<file path="config.mk">
export PLATFORM = sky130hd
export DESIGN_NAME = yin_tau_sweep_ctrl
export DESIGN_NICKNAME = d
export VERILOG_FILES = /design/src/rtl/yin_pkg.sv /design/src/rtl/yin_cmnd_compare.sv /design/src/rtl/yin_tau_sweep_ctrl.sv
export SDC_FILE = /design/constraint.sdc
export NUM_CORES = 2
export LEC_CHECK = 0
export BUFFER_PORTS_ARGS = -buffer_cell sky130_fd_sc_hd__clkbuf_2
export CAP_MARGIN = 20
export CORE_UTILIZATION = 66
export CTS_BUF_LIST = sky130_fd_sc_hd__clkbuf_4
export CTS_CLUSTER_DIAMETER = 200
export CTS_CLUSTER_SIZE = 16
export DETAILED_ROUTE_END_ITERATION = 16
export GPL_TIMING_DRIVEN = 0
export PLACE_DENSITY_LB_ADDON = 0.1
export SYNTH_ARGS = -nofsm -noshare
export SYNTH_HDL_FRONTEND = slang
export SYNTH_SLANG_ARGS = --single-unit
</file>
<file path="constraint.sdc">
create_clock -name clk -period 10.8 [get_ports clk]
set_clock_uncertainty 0.1 [all_clocks]
set_input_delay 1.08 -clock clk [delete_from_list [all_inputs] [get_ports clk]]
set_output_delay 1.08 -clock clk [all_outputs]
set_load 0.005 [all_outputs]
</file>
<file path="src/rtl/yin_pkg.sv">
// Shared constants and FSM encoding for the YIN tau-sweep scheduler and its comparator.
// Defaults match a 2 kHz front end with a 20 ms maximum lag.
package yin_pkg;

   localparam int YIN_MAX_TAU     = 40;
   localparam int YIN_TAU_BITS    = 6;
   localparam int YIN_ACC_WIDTH   = 39;
   localparam int YIN_THRESH_BITS = 8;

   // 0x26 / 256 is roughly the classic YIN threshold of 0.15.
   localparam logic [YIN_THRESH_BITS-1:0] YIN_DEFAULT_THRESHOLD = 8'h26;

   typedef enum logic [2:0] {
      ST_IDLE = 3'd0,
      ST_ARM  = 3'd1,
      ST_RUN  = 3'd2,
      ST_EVAL = 3'd3,
      ST_DONE = 3'd4
   } yin_state_e;

endpackage

</file>
<file path="src/rtl/yin_cmnd_compare.sv">
// Division-free cumulative-mean-normalised threshold test:
// below = ((d * tau) << THRESH_BITS) < threshold * sum_new, all unsigned, full width.
module yin_cmnd_compare
   import yin_pkg::*;
#(
   parameter int ACC_WIDTH   = YIN_ACC_WIDTH,
   parameter int TAU_BITS    = YIN_TAU_BITS,
   parameter int THRESH_BITS = YIN_THRESH_BITS
)(
   input  logic [ACC_WIDTH-1:0]          d,
   input  logic [TAU_BITS-1:0]           tau,
   input  logic [THRESH_BITS-1:0]        threshold,
   input  logic [ACC_WIDTH+TAU_BITS-1:0] sum_new,
   output logic                          below
);

   localparam int PW = ACC_WIDTH + TAU_BITS;
   localparam int FW = PW + THRESH_BITS;

   logic [PW-1:0] d_tau;
   logic [FW-1:0] lhs;
   logic [FW-1:0] rhs;

   assign d_tau = PW'(d) * PW'(tau);
   assign lhs   = {d_tau, {THRESH_BITS{1'b0}}};
   assign rhs   = FW'(threshold) * FW'(sum_new);
   assign below = (lhs < rhs);

endmodule

</file>
<file path="src/rtl/yin_tau_sweep_ctrl.sv">
// Sweeps tau = 1..MAX_TAU through the difference engine, keeps the cumulative-mean sum and
// reports the first lag under threshold, or the lag of the raw minimum when none crosses.
module yin_tau_sweep_ctrl
   import yin_pkg::*;
#(
   parameter int MAX_TAU     = YIN_MAX_TAU,
   parameter int TAU_BITS    = YIN_TAU_BITS,
   parameter int ACC_WIDTH   = YIN_ACC_WIDTH,
   parameter int THRESH_BITS = YIN_THRESH_BITS
)(
   input  logic                   clk,
   input  logic                   reset,
   input  logic                   start,
   input  logic [THRESH_BITS-1:0] threshold,
   output logic                   busy,
   output logic                   done,
   output logic                   found,
   output logic [TAU_BITS-1:0]    tau_out,
   output logic [ACC_WIDTH-1:0]   d_out,
   output logic [TAU_BITS-1:0]    diff_tau,
   output logic                   diff_reset,
   input  logic                   diff_ready,
   input  logic [ACC_WIDTH-1:0]   diff_acc,
   output yin_state_e             fsm_state
);

   localparam int SW = ACC_WIDTH + TAU_BITS;
   localparam logic [TAU_BITS-1:0] LAST_TAU = TAU_BITS'(MAX_TAU);
   localparam logic [TAU_BITS-1:0] TAU_ONE  = TAU_BITS'(1);

   yin_state_e             state;
   logic                   arm_cnt;
   logic                   seen_low;
   logic [TAU_BITS-1:0]    tau;
   logic [THRESH_BITS-1:0] thr_q;
   logic [ACC_WIDTH-1:0]   d_q;
   logic [SW-1:0]          running_sum;
   logic [ACC_WIDTH-1:0]   min_d;
   logic [TAU_BITS-1:0]    min_tau;

   logic [SW-1:0]          sum_new;
   logic                   below;
   logic                   take_min;
   logic [ACC_WIDTH-1:0]   min_d_next;
   logic [TAU_BITS-1:0]    min_tau_next;

   assign sum_new      = running_sum + SW'(d_q);
   // Strict compare so the earliest lag keeps a tie.
   assign take_min     = (d_q < min_d);
   assign min_d_next   = take_min ? d_q : min_d;
   assign min_tau_next = take_min ? tau : min_tau;
   assign fsm_state    = state;

   yin_cmnd_compare #(
      .ACC_WIDTH  (ACC_WIDTH),
      .TAU_BITS   (TAU_BITS),
      .THRESH_BITS(THRESH_BITS)
   ) u_cmp (
      .d        (d_q),
      .tau      (tau),
      .threshold(thr_q),
      .sum_new  (sum_new),
      .below    (below)
   );

   always_ff @(posedge clk) begin
      if (reset) begin
         state       <= ST_IDLE;
         arm_cnt     <= 1'b0;
         seen_low    <= 1'b0;
         tau         <= '0;
         thr_q       <= '0;
         d_q         <= '0;
         running_sum <= '0;
         min_d       <= '1;
         min_tau     <= '0;
         busy        <= 1'b0;
         done        <= 1'b0;
         found       <= 1'b0;
         tau_out     <= '0;
         d_out       <= '0;
         diff_tau    <= '0;
         diff_reset  <= 1'b1;
      end else begin
         done <= 1'b0;
         case (state)
            ST_IDLE: begin
               diff_reset <= 1'b1;
               busy       <= 1'b0;
               if (start) begin
                  thr_q       <= threshold;
                  tau         <= TAU_ONE;
                  diff_tau    <= TAU_ONE;
                  running_sum <= '0;
                  min_d       <= '1;
                  min_tau     <= TAU_ONE;
                  found       <= 1'b0;
                  tau_out     <= '0;
                  d_out       <= '0;
                  arm_cnt     <= 1'b0;
                  busy        <= 1'b1;
                  state       <= ST_ARM;
               end
            end

            ST_ARM: begin
               // Engine reset is held for exactly two cycles per lag.
               diff_reset <= 1'b1;
               if (arm_cnt) begin
                  diff_reset <= 1'b0;
                  seen_low   <= 1'b0;
                  state      <= ST_RUN;
               end else begin
                  arm_cnt <= 1'b1;
               end
            end

            ST_RUN: begin
               // A ready left over from the previous lag must drop before it can count.
               if (!diff_ready) begin
                  seen_low <= 1'b1;
               end else if (seen_low) begin
                  d_q   <= diff_acc;
                  state <= ST_EVAL;
               end
            end

            ST_EVAL: begin
               running_sum <= sum_new;
               if (below) begin
                  found      <= 1'b1;
                  tau_out    <= tau;
                  d_out      <= d_q;
                  done       <= 1'b1;
                  diff_reset <= 1'b1;
                  state      <= ST_DONE;
               end else begin
                  min_d   <= min_d_next;
                  min_tau <= min_tau_next;
                  if (tau == LAST_TAU) begin
                     found      <= 1'b0;
                     tau_out    <= min_tau_next;
                     d_out      <= min_d_next;
                     done       <= 1'b1;
                     diff_reset <= 1'b1;
                     state      <= ST_DONE;
                  end else begin
                     tau        <= tau + TAU_ONE;
                     diff_tau   <= tau + TAU_ONE;
                     arm_cnt    <= 1'b0;
                     diff_reset <= 1'b1;
                     state      <= ST_ARM;
                  end
               end
            end

            ST_DONE: begin
               busy  <= 1'b0;
               state <= ST_IDLE;
            end

            default: begin
               state <= ST_IDLE;
            end
         endcase
      end
   end

endmodule

</file>
==> flow_summary.json <==
{
  "layout-drive-gt1-share_pct": 8.73,
  "drt_iter0_drc": 2568,
  "grt_max_degree": 21,
  "cp.required_ns": 11.38,
  "clockRootBuffer": "clkbuf_4",
  "hold_slack_ns": 0.370,
  "async_flop_share_pct": 0,
  "postRouteWirelength_mm": 90.0,
  "clock_latency_ns": 0.80,
  "synth.cell_area_um2": 29400,
  "cts_buffers": 17,
  "power_switching_mw": 0.433,
  "finalWorstSetupSlack_ns": 0.217,
  "synth_most_common_cell": "inv_1",
  "rows": 76,
  "slew_headroom_pct": 24.1,
  "dominantRegCellSynth": "dfxtp_1",
  "holdPathEnd": "thr_q[6]",
  "ant_nets": 0,
  "cp-start-kind": "register",
  "use_met3_pct": 8.34,
  "pre_cts_slack_ns": -1.02,
  "synth_seq_cells": 197,
  "power_density_nw_per_um2": 42.2,
  "critical-path-max-stage-delay_ns": 0.57,
  "via_per_inst": 6.12,
  "via_count": 26100,
  "syn2layout_area_growth_pct": 9.19,
  "drc": 0,
  "dpl.hpwl_mm": 71.8,
  "antenna_found_initial": 3,
  "cts_tree": "built",
  "seqPwrFrac_pct": 54.7,
  "grt_pass1_vias": 26200,
  "synth-edff-count": 0,
  "combPwrFrac_pct": 9.8,
  "gr-total-overflow": 0,
  "seq_area_frac_synth_pct": 13.4,
  "syn_inst": 3493,
  "clk_path_buf_depth": 2,
  "pin_count": 109,
  "die_w_um": 213,
  "cp_max_fo": 10,
  "grt_pass1_wl_mm": 141,
  "drv_cap": 0,
  "critPathCaptureType": "register",
  "initial_core_util_pct": 67.6,
  "synth_area_leader_cell": "fa_1",
  "numPortBuffers": 108,
  "cp.arrival_ns": 11.16,
  "slowest_stage": "fa_1",
  "path_class": "reg -> reg",
  "cp-startpoint": "d_q[1]",
  "synth.top_cells.by_area": "fa_1, dfxtp_1, ha_1, inv_1, nand2_1",
  "p_leak_nw": 16.1,
  "outcome": "finished, final reports clean",
  "grt_use_total_pct": 40.8,
  "avgRoutedWirePerCell_um": 21.1,
  "synth_fp_nets": 4202,
  "report.final.slew_viol_count": 0,
  "p_int_mw": 0.919,
  "reg2reg_depth": 44,
  "finalSetupTns_ns": 0,
  "die-area_um2": 45300,
  "nets": 4375,
  "clk_pin_slew_ns": 0.22,
  "hp-start": "threshold[6]",
  "gr-usage-met2_pct": 63.4,
  "coreArea_um2": 43500,
  "reg2reg_slack_ns": 0.22,
  "fillers": 3331,
  "final-hold-violation-count": 0,
  "synthTopCellsByCount": "inv_1, nand2_1, fa_1",
  "clkPwrFrac_pct": 35.5,
  "irDropWorstVdd_mv": 0.159,
  "final_util_pct": 73.8,
  "top_usage_layer": "met2",
  "avgSynthCellArea_um2": 8.41,
  "yosys.area.top_type_share_pct": 27.8,
  "cpMostUsedCell": "fa_1",
  "gp_congestion": 0.978,
  "cts_max_level": 4,
  "first_pass_iters": 6,
  "p_sw_share_pct": 32.0,
  "finalSetupViolCount": 0,
  "die_h_um": 213,
  "regToRegStartpoint": "d_q[1]",
  "ys_warn_count": 0,
  "min_path_type": "in -> reg",
  "max_freq_mhz": 94.5,
  "period_needed_ns": 10.58,
  "cts_sinks": 197,
  "grt_use_met1_pct": 54.7,
  "synth.distinct_cells": 77,
  "reg2reg_to": "d_out[30]",
  "post-route-period-util_pct": 98.0,
  "worst_pin_slew_ns": 1.13,
  "worstHoldPathCells": 3
}
## placed cells by master (no fill, tap or decap), types with 41 or more instances in the layout
master,netlist,final
inv_1,466,466
a21oi_1,221,212
buf_4,1,51
ha_1,250,245
and2_1,271,271
nor2_1,120,114
a21o_1,156,155
dfxtp_1,197,193
a22o_1,58,58
fa_1,408,408
xnor2_1,77,57
clkbuf_2,1,109
nand2_1,464,464
clkbuf_1,156,154
nor2b_1,65,65
nand4_1,45,45
o21ai_0,87,81
nand3_1,42,41
## worst max-delay path, delay by kind of cell, from the launching register on
family	cells	cell delay [ns]
flip-flops	1	0.45
AO/OA/AOI/OAI	18	3.61
buffers and inverters	7	1.18
AND/OR/NAND/NOR	10	1.42
XOR/XNOR	2	0.53
adder cells (fa/ha/maj)	7	3.17
## routing by layer
metal / vias to the layer above / part of all wire, % / wire length, um
li1: 11800 / - / -
met1: 12800 / 40 / 36200
met2: 1384 / 45 / 40400
met3: 241 / 10 / 9090
met4: 0 / 4.7 / 4230
met5: - / 0 / 0
## logic make-up after synthesis
logic type | Yosys count | share of synthesized area [%]
and+or+nand+nor | 1114 | 18.6
AOI/OAI and AO/OA | 739 | 17.1
buffers and inverters | 658 | 8.70
adders and majority gates | 658 | 38.5
DFF | 197 | 13.4
xor gates and xnor gates | 126 | 3.76
muxes | 1 | 0.0383
## state kept, by name, summed over array words and instances (netlist names), 3 cells and up
register	cells
min_tau	6
fsm_state	3
tau_out	6
thr_q	8
d_out	39
running_sum	45
d_q	39
min_d	39
tau	6
## power by group through the flow
stage	sequential, mW	combinational, mW	clock [mW]
6_report	0.739	0.132	0.480
5_1_grt	0.741	0.137	0.509
3_5_place_dp	0.754	0.126	0
2_1_floorplan	0.753	0.0645	0
4_1_cts	0.739	0.127	0.486
3_3_place_gp	0.754	0.125	0
## worst max-delay path by stage
stage / slack [ns] / cells after the start / endpoint
after detailed placement: -1.02 / 38 / d_out[2]
after global placement: -1.01 / 39 / tau_out[0]
after floorplan: 1.57 / 40 / d_out[0]
after CTS: 0.01 / 43 / d_out[20]
final: 0.22 / 44 / d_out[30]
after global routing: -0.09 / 43 / d_out[14]
## stage by stage
stage,total power [mW],area (um^2),std cells
floorplan,0.817,29400,3493
global placement,0.879,30600,4186
detailed placement,0.880,30600,4186
CTS,1.35,31400,4239
global route,1.39,32100,4267
finish,1.35,32100,4269
## what timing repair did
action / CTS / global route
hold buffers: 0 / 0
setup buffers: 22 / 26
resized for setup: 42 / 86
pin swaps: 9 / 24
setup endpoints to repair: 101 / 100
## final cells by class
class,count,area [um^2],area share [%]
diodes,5,12.5,0.0390
plain buffers,190,817,2.55
clock buffers,17,128,0.398
clock inverters,15,214,0.667
inverters,466,1750,5.45
multi-input cells,2638,23600,73.5
flip-flops and latches,197,3950,12.3
well taps,585,732,2.28
repair buffers,156,901,2.81
No activity file was read; power rests on OpenSTA's default activity.
